===== src/rtl/gf180mcu_fd_sc_mcu7t5v0__xnor3_parity_arb.sv =====
// Two-client XNOR-parity scheduler; grant-to-VLD latency WIDTH/2 cycles, REQ held until GNT (ignored while BUSY).
// Round-robin arbitration when GF180MCU_FD_SC_MCU7T5V0__XNOR3_PARITY_ARB_RR_EN is defined, else REQ0 has fixed priority.
module gf180mcu_fd_sc_mcu7t5v0__xnor3_parity_arb #(
  parameter int WIDTH = 8
) (
  input  logic             CLK,
  input  logic             RN,
  input  logic             REQ0,
  input  logic [WIDTH-1:0] D0,
  input  logic             REQ1,
  input  logic [WIDTH-1:0] D1,
  output logic             GNT0,
  output logic             GNT1,
  output logic             BUSY,
  output logic             VLD,
  output logic             ID,
  output logic             ZN
);

  localparam int CNT_W = (WIDTH / 2 > 1) ? $clog2(WIDTH / 2) : 1;
  localparam logic [CNT_W-1:0] LAST_CNT = CNT_W'(WIDTH / 2 - 1);

  typedef enum logic {IDLE = 1'b0, RUN = 1'b1} state_t;

  state_t           state_q, state_d;
  logic [WIDTH-1:0] sr_q, sr_d;
  logic             acc_q, acc_d;
  logic [CNT_W-1:0] cnt_q, cnt_d;
  logic             gnt0_q, gnt0_d;
  logic             gnt1_q, gnt1_d;
  logic             busy_q, busy_d;
  logic             vld_q, vld_d;
  logic             id_q, id_d;
  logic             zn_q, zn_d;

  logic any_req;
  logic win1;
  logic last_fold;
  logic fold;

`ifdef GF180MCU_FD_SC_MCU7T5V0__XNOR3_PARITY_ARB_RR_EN
  logic ptr_q, ptr_d;

  // On contention the pointer picks; a lone requester always wins.
  assign win1 = REQ1 & (~REQ0 | ptr_q);

  always_ff @(posedge CLK or negedge RN) begin
    if (!RN) ptr_q <= 1'b0;
    else     ptr_q <= ptr_d;
  end

  always_comb begin
    ptr_d = ptr_q;
    if (state_q == IDLE && any_req) ptr_d = ~win1;
  end
`else
  assign win1 = REQ1 & ~REQ0;
`endif

  assign any_req   = REQ0 | REQ1;
  assign last_fold = (cnt_q == LAST_CNT);
  // Shared XNOR3 stage, kept in true-parity form so ACC starts at 0.
  assign fold      = acc_q ^ sr_q[1] ^ sr_q[0];

  always_ff @(posedge CLK or negedge RN) begin
    if (!RN) begin
      state_q <= IDLE;
      sr_q    <= '0;
      acc_q   <= 1'b0;
      cnt_q   <= '0;
      gnt0_q  <= 1'b0;
      gnt1_q  <= 1'b0;
      busy_q  <= 1'b0;
      vld_q   <= 1'b0;
      id_q    <= 1'b0;
      zn_q    <= 1'b1;
    end else begin
      state_q <= state_d;
      sr_q    <= sr_d;
      acc_q   <= acc_d;
      cnt_q   <= cnt_d;
      gnt0_q  <= gnt0_d;
      gnt1_q  <= gnt1_d;
      busy_q  <= busy_d;
      vld_q   <= vld_d;
      id_q    <= id_d;
      zn_q    <= zn_d;
    end
  end

  always_comb begin
    state_d = state_q;
    case (state_q)
      IDLE:    if (any_req) state_d = RUN;
      RUN:     if (last_fold) state_d = IDLE;
      default: state_d = IDLE;
    endcase
  end

  always_comb begin
    sr_d   = sr_q;
    acc_d  = acc_q;
    cnt_d  = cnt_q;
    gnt0_d = 1'b0;
    gnt1_d = 1'b0;
    vld_d  = 1'b0;
    id_d   = id_q;
    zn_d   = zn_q;
    busy_d = (state_d == RUN);
    case (state_q)
      IDLE: begin
        if (any_req) begin
          sr_d   = win1 ? D1 : D0;
          acc_d  = 1'b0;
          cnt_d  = '0;
          id_d   = win1;
          gnt0_d = ~win1;
          gnt1_d = win1;
        end
      end
      RUN: begin
        acc_d = fold;
        sr_d  = sr_q >> 2;
        cnt_d = cnt_q + CNT_W'(1);
        if (last_fold) begin
          zn_d  = ~fold;
          vld_d = 1'b1;
        end
      end
      default: ;
    endcase
  end

  assign GNT0 = gnt0_q;
  assign GNT1 = gnt1_q;
  assign BUSY = busy_q;
  assign VLD  = vld_q;
  assign ID   = id_q;
  assign ZN   = zn_q;

endmodule


===== config.mk =====
export PLATFORM = sky130hd
export DESIGN_NAME = gf180mcu_fd_sc_mcu7t5v0__xnor3_parity_arb
export DESIGN_NICKNAME = d
export VERILOG_FILES = /design/src/rtl/gf180mcu_fd_sc_mcu7t5v0__xnor3_parity_arb.sv
export SDC_FILE = /design/constraint.sdc
export NUM_CORES = 1
export LEC_CHECK = 0
export BUFFER_PORTS_ARGS = -buffer_cell sky130_fd_sc_hd__buf_2
export CAP_MARGIN = 5
export CORE_MARGIN = 2
export CORE_UTILIZATION = 49
export CTS_CLUSTER_SIZE = 28
export DETAILED_ROUTE_END_ITERATION = 16
export PLACE_DENSITY = 0.89
export SLEW_MARGIN = 30
export SYNTH_ARGS = -nofsm -noshare
export SYNTH_HDL_FRONTEND = slang
export SYNTH_SLANG_ARGS = --single-unit

===== constraint.sdc =====
create_clock -name CLK -period 1.1 [get_ports CLK]
set_input_delay 0.11 -clock CLK [delete_from_list [all_inputs] [get_ports CLK]]
set_output_delay 0.11 -clock CLK [all_outputs]
set_load 0.02 [all_outputs]

==> flow_summary.ini, run 1 <==
[place]
io_buffers = 25
dp_worst_setup_slack_ns = -0.0167
placed_cells = 111
hpwl_um = 1180
globalplace.congestion = 0.749

[critical_path]
cp-start-kind = register
end_kind = primary output
cp_max_fo = 2
crit_family = flip-flops
worstPathBufferInverterCount = 1
crit_slowest_cell = dfstp_2
required_ns = 0.99
arrival_ns = 0.95
crit_type = reg -> out
crit_path_max_incr_delay_ns = 0.55
path_cells = buf_6

[layout]
layout.nets = 125
diodes = 0
finalNonFillerCells = 119
final_common_cell = buf_2
mostFrequentLayoutCells = buf_2, dfrtp_1, nand2_1
drive_gt1_frac = 0.437
syn2layout_area_growth_pct = 24.9

[die]
dieArea_um2 = 2070
die_w_um = 45.5
fp.dieH_um = 45.5
initial_core_util = 0.541
rows = 14
pin_count = 26
core_area_um2 = 1560

[route]
routedWlPerCell_um = 13.5
ant_nets = 0
drc = 0
wl_um = 1610
vias_per_cell = 5.30
vias = 631
dr.pass1.iters = 4
initialDrtViolationCount = 9

[timing]
finalCritPeriodShare = 0.966
fin_ws_ns = 0.0370
finalSetupViolCount = 0
clock_skew_ns = 0.00505
max_freq_mhz = 941
slew_headroom = 0.752
final-hold-violation-count = 0
worstMarginPinSlew_ns = 0.372
drv_slew = 0
whs_ns = 0.0713
fin_crit_ns = 1.06
tns_ns = 0

[clocking]
htreeDepth = 1
cts_buffer_depth = 2
cts_made_buffers = 3
root_buffer = clkbuf_4
clkSinkCount = 17
clock_latency_ns = 0.29
clk_pin_slew_ns = 0.10
tritoncts = done

[yosys]
ys_warn_count = 0
synth_area_um2 = 843
synth.top_cell.area_share = 0.475
netlist_instances = 72
syn_avg_cell_area_um2 = 11.7
ys_types = 20
synth_seq_cells = 17
synth_fp_nets = 93
ys_seq_area_frac = 0.506
synth_top_area_cell = dfrtp_1
yosys-top-cells-area = dfrtp_1, mux2_4, mux2i_1

[global_route]
grt_pass1_wl_um = 2510
grt_pass1_vias = 572
gr-total-overflow = 0
track_usage = 0.175
antenna_found_initial = 0
grt_max_degree = 18

[power_and_ir_drop]
leakagePower_nw = 0.557
powerDensity_nw_per_um2 = 2210
peakVddDrop_uv = 1100

[status]
status = complete, no violations

[job]
cap_violations = 0

[min_path]
min_path_type = in -> reg
==> layer usage <==
layer,share of wire,up-vias,global-route usage,routed length [µm]
met5,0,-,0,0
met4,0.012,0,0.0706,19
met3,0.044,2,0.0476,70
met2,0.53,20,0.299,851
met1,0.41,300,0.205,666
li1,-,309,-,-
==> synthesized netlist by cell type <==
| master | instances |
|---|---|
| nand2_1 | 11 |
| dfrtp_1 | 16 |
| o21bai_1 | 1 |
| o21ai_1 | 5 |
| dfstp_2 | 1 |
| clkbuf_1 | 1 |
| mux2i_1 | 9 |
| nor3_1 | 1 |
| buf_6 | 1 |
| mux2_4 | 7 |
| ha_1 | 1 |
| inv_1 | 2 |
| nor3b_2 | 1 |
| nor2_1 | 4 |
| nor2b_1 | 2 |
| xnor2_1 | 2 |
| a22o_1 | 1 |
| buf_4 | 2 |
| mux2_2 | 1 |
| o21ai_0 | 3 |
==> per-stage QoR <==
step	area, µm²	power (mW)	util
global route	1050	2.50	0.676
detailed placement	973	1.89	0.624
floorplan	843	1.65	-
global placement	973	1.85	0.624
finish	1050	2.32	0.676
CTS	1010	2.24	0.651
==> where the power goes <==
group          internal [mW]  total [mW]  leakage [nW]  switching (mW)
logic                  0.514       0.958         0.323           0.444
clock network          0.135       0.328        0.0177           0.193
registers              0.882        1.04         0.216           0.155
total                   1.53        2.32         0.557           0.793
==> kinds of logic (layout without fill, tap and decap cells) <==
logic type / after synthesis / count (layout) / synth area share
adders and majority gates: 1 / 1 / 0.0148
DFF: 17 / 17 / 0.506
xor gates and xnor gates: 2 / 2 / 0.0208
muxes: 17 / 17 / 0.245
AOI/OAI and AO/OA: 10 / 10 / 0.0668
and+or+nand+nor: 19 / 19 / 0.102
buffers and inverters: 6 / 37 / 0.0445
==> worst paths after layout <==
kind	startpoint	endpoint	slack (ns)	cells after the start
max	ZN	ZN	0.04	1
min	D0[6]	sr_q[6]	0.07	3
max reg2reg	sr_q[1]	acc_q	0.06	3
min reg2reg	cnt_q[0]	cnt_q[0]	0.49	1
max in group asynchronous	RN	ZN	0.54	2
min in group asynchronous	RN	GNT1	0.26	2
==> layout make-up <==
cell class                 instances  area, µm²
sequential                        17        428
tap                               16       20.0
timing repair buffer              31        191
multi-input combinational         49        379
clock inverter                     1       5.00
clock buffer                       3       22.5
fill                             122        505
inverter                           2       7.51
==> flip-flops by register name, summed over array words and instances (netlist names) <==
register / cells
BUSY: 1
GNT0: 1
GNT1: 1
ID: 1
VLD: 1
ZN: 1
acc_q: 1
cnt_q: 2
sr_q: 8
==> what timing repair did <==
item / 4_1_cts / 5_1_grt
buffers inserted: 0 / 3
endpoints found under the hold margin: 16 / 0
resized for setup: 2 / 1
hold buffers: 1 / 0
setup endpoints to repair: 2 / 2
(Power assumes the default switching activity.)
==> run 2, diff against run 1 <==
--- a/config.mk
+++ b/config.mk
@@ -9,6 +9,7 @@
 export CAP_MARGIN = 5
 export CORE_MARGIN = 2
 export CORE_UTILIZATION = 49
+export CTS_BUF_LIST = sky130_fd_sc_hd__clkbuf_8 sky130_fd_sc_hd__clkbuf_16
 export CTS_CLUSTER_SIZE = 28
 export DETAILED_ROUTE_END_ITERATION = 16
 export PLACE_DENSITY = 0.89
==> run 2 against run 1 <==
Against the previous run:
- clock skew decreased by 0.0022 ns
- largest cell class unchanged
- first-iteration DRC count grew 33%
- sequential share of layout area is 0.89 points higher
- global-route usage shrank 0.068 points
- sequential power barely moved
- hold slack improved by 0.046 ns
- flip-flop and latch count stayed put
- routed wire length shrank 2.9%
- fmax rose by 1.2%
- critical path depth is the same
- power grew 0.57%
==> flow_summary.ini, run 2 (synthesis results as in run 1) <==
[layout]
fill_cells = 123
layout.nets = 122
drive_gt1_frac = 0.420
regMostFlops = sr_q
diodes = 0
mostFrequentLayoutCells = buf_2, dfrtp_1, nand2_1
top_regs = sr_q (8), cnt_q (2)
syn2layout_area_growth_pct = 22.3
largest_reg_flops = 8
final_common_cell = buf_2

[place]
globalplace.congestion = 0.749
io_buffers = 25
dp_worst_setup_slack_ns = -0.0167
hpwl_um = 1180

[route]
drc = 0
routedWlPerCell_um = 13.4
dr.pass1.iters = 4
initialDrtViolationCount = 12
wl_um = 1560
ant_nets = 0
vias = 605
vias_per_cell = 5.22

[clocking]
root_buffer = clkbuf_8
tritoncts = done
clkSinkCount = 17
clock_latency_ns = 0.25
cts_buffer_depth = 2
htreeDepth = 1
cts_made_buffers = 3
cts_setup_buffers = 0
clk_pin_slew_ns = 0.07

[critical_path]
crit_type = reg -> out
end_kind = primary output
required_ns = 0.99
cp_max_fo = 2
crit_path_max_incr_delay_ns = 0.53
crit_family = flip-flops
crit_slowest_cell = dfstp_2
worstPathBufferInverterCount = 1
cp-start-kind = register
arrival_ns = 0.94
path_cells = buf_2

[global_route]
grt_pass1_vias = 579
gr-total-overflow = 0
antenna_found_initial = 0
grt_max_degree = 18
grt_pass1_wl_um = 2520
track_usage = 0.174

[die]
core_area_um2 = 1560
dieArea_um2 = 2070
pin_count = 26
rows = 14
initial_core_util = 0.541
die_w_um = 45.5
fp.dieH_um = 45.5

[status]
status = complete, no violations

[power_and_ir_drop]
leakagePower_nw = 0.544
peakVddDrop_uv = 1430
powerDensity_nw_per_um2 = 2270

[timing]
clock_skew_ns = 0.00282
final-hold-violation-count = 0
max_freq_mhz = 952
tns_ns = 0
fin_crit_ns = 1.05
worstMarginPinSlew_ns = 0.375
fin_ws_ns = 0.0493
drv_slew = 0
slew_headroom = 0.750
finalSetupViolCount = 0
rsz0062_at_grt = false
finalCritPeriodShare = 0.955

[min_path]
min_path_type = in -> reg

[job]
cap_violations = 0
run 2: layout make-up:
| cell class | count | area, µm² | share of cell area |
|---|---|---|---|
| flip-flops and latches | 17 | 428 | 0.415 |
| inverters | 2 | 7.51 | 0.00728 |
| clock buffers | 3 | 41.3 | 0.0400 |
| well taps | 16 | 20.0 | 0.0194 |
| multi-input cells | 49 | 379 | 0.368 |
| clock inverters | 1 | 5.00 | 0.00485 |
| repair buffers | 28 | 150 | 0.146 |
run 2: through the flow:
step | power (mW) | instance area (µm²) | utilization | cells | hold WS [ns]
floorplan | 1.65 | 843 | - | 72 | -0.186
global route | 2.51 | 1030 | 0.661 | 116 | 0.139
global placement | 1.85 | 973 | 0.624 | 111 | 0.0449
detailed placement | 1.89 | 973 | 0.624 | 111 | 0.0478
CTS | 2.36 | 1030 | 0.661 | 116 | 0.124
finish | 2.34 | 1030 | 0.661 | 116 | 0.117
run 2: metal layers:
layer	vias to the layer above	share of wire	track usage
met1	288	0.43	0.208
met3	0	0.040	0.0357
li1	299	-	-
met5	-	0	0
met2	18	0.53	0.301
met4	0	0	0.0706
run 2: report_power, final:
group	switching (mW)	internal (mW)	leakage [nW]
logic	0.408	0.422	0.303
registers	0.164	0.884	0.216
clock network	0.208	0.251	0.0255
total	0.779	1.56	0.544
run 2: repair_timing:
action,4_1_cts,5_1_grt
endpoints found under the hold margin,16,0
hold buffers,1,0
gates resized for setup,1,0
setup endpoints to repair,1,0
run 2: worst paths after layout:
check,from,to,slack [ns],depth (start not counted)
worst max-delay path,ZN,ZN,0.05,1
worst min-delay path,D0[6],sr_q[6],0.12,3
worst max register to register,sr_q[1],acc_q,0.08,3
worst min register to register,ZN,ZN,0.49,2
max in group asynchronous,RN,ZN,0.49,2
min in group asynchronous,RN,GNT1,0.31,2
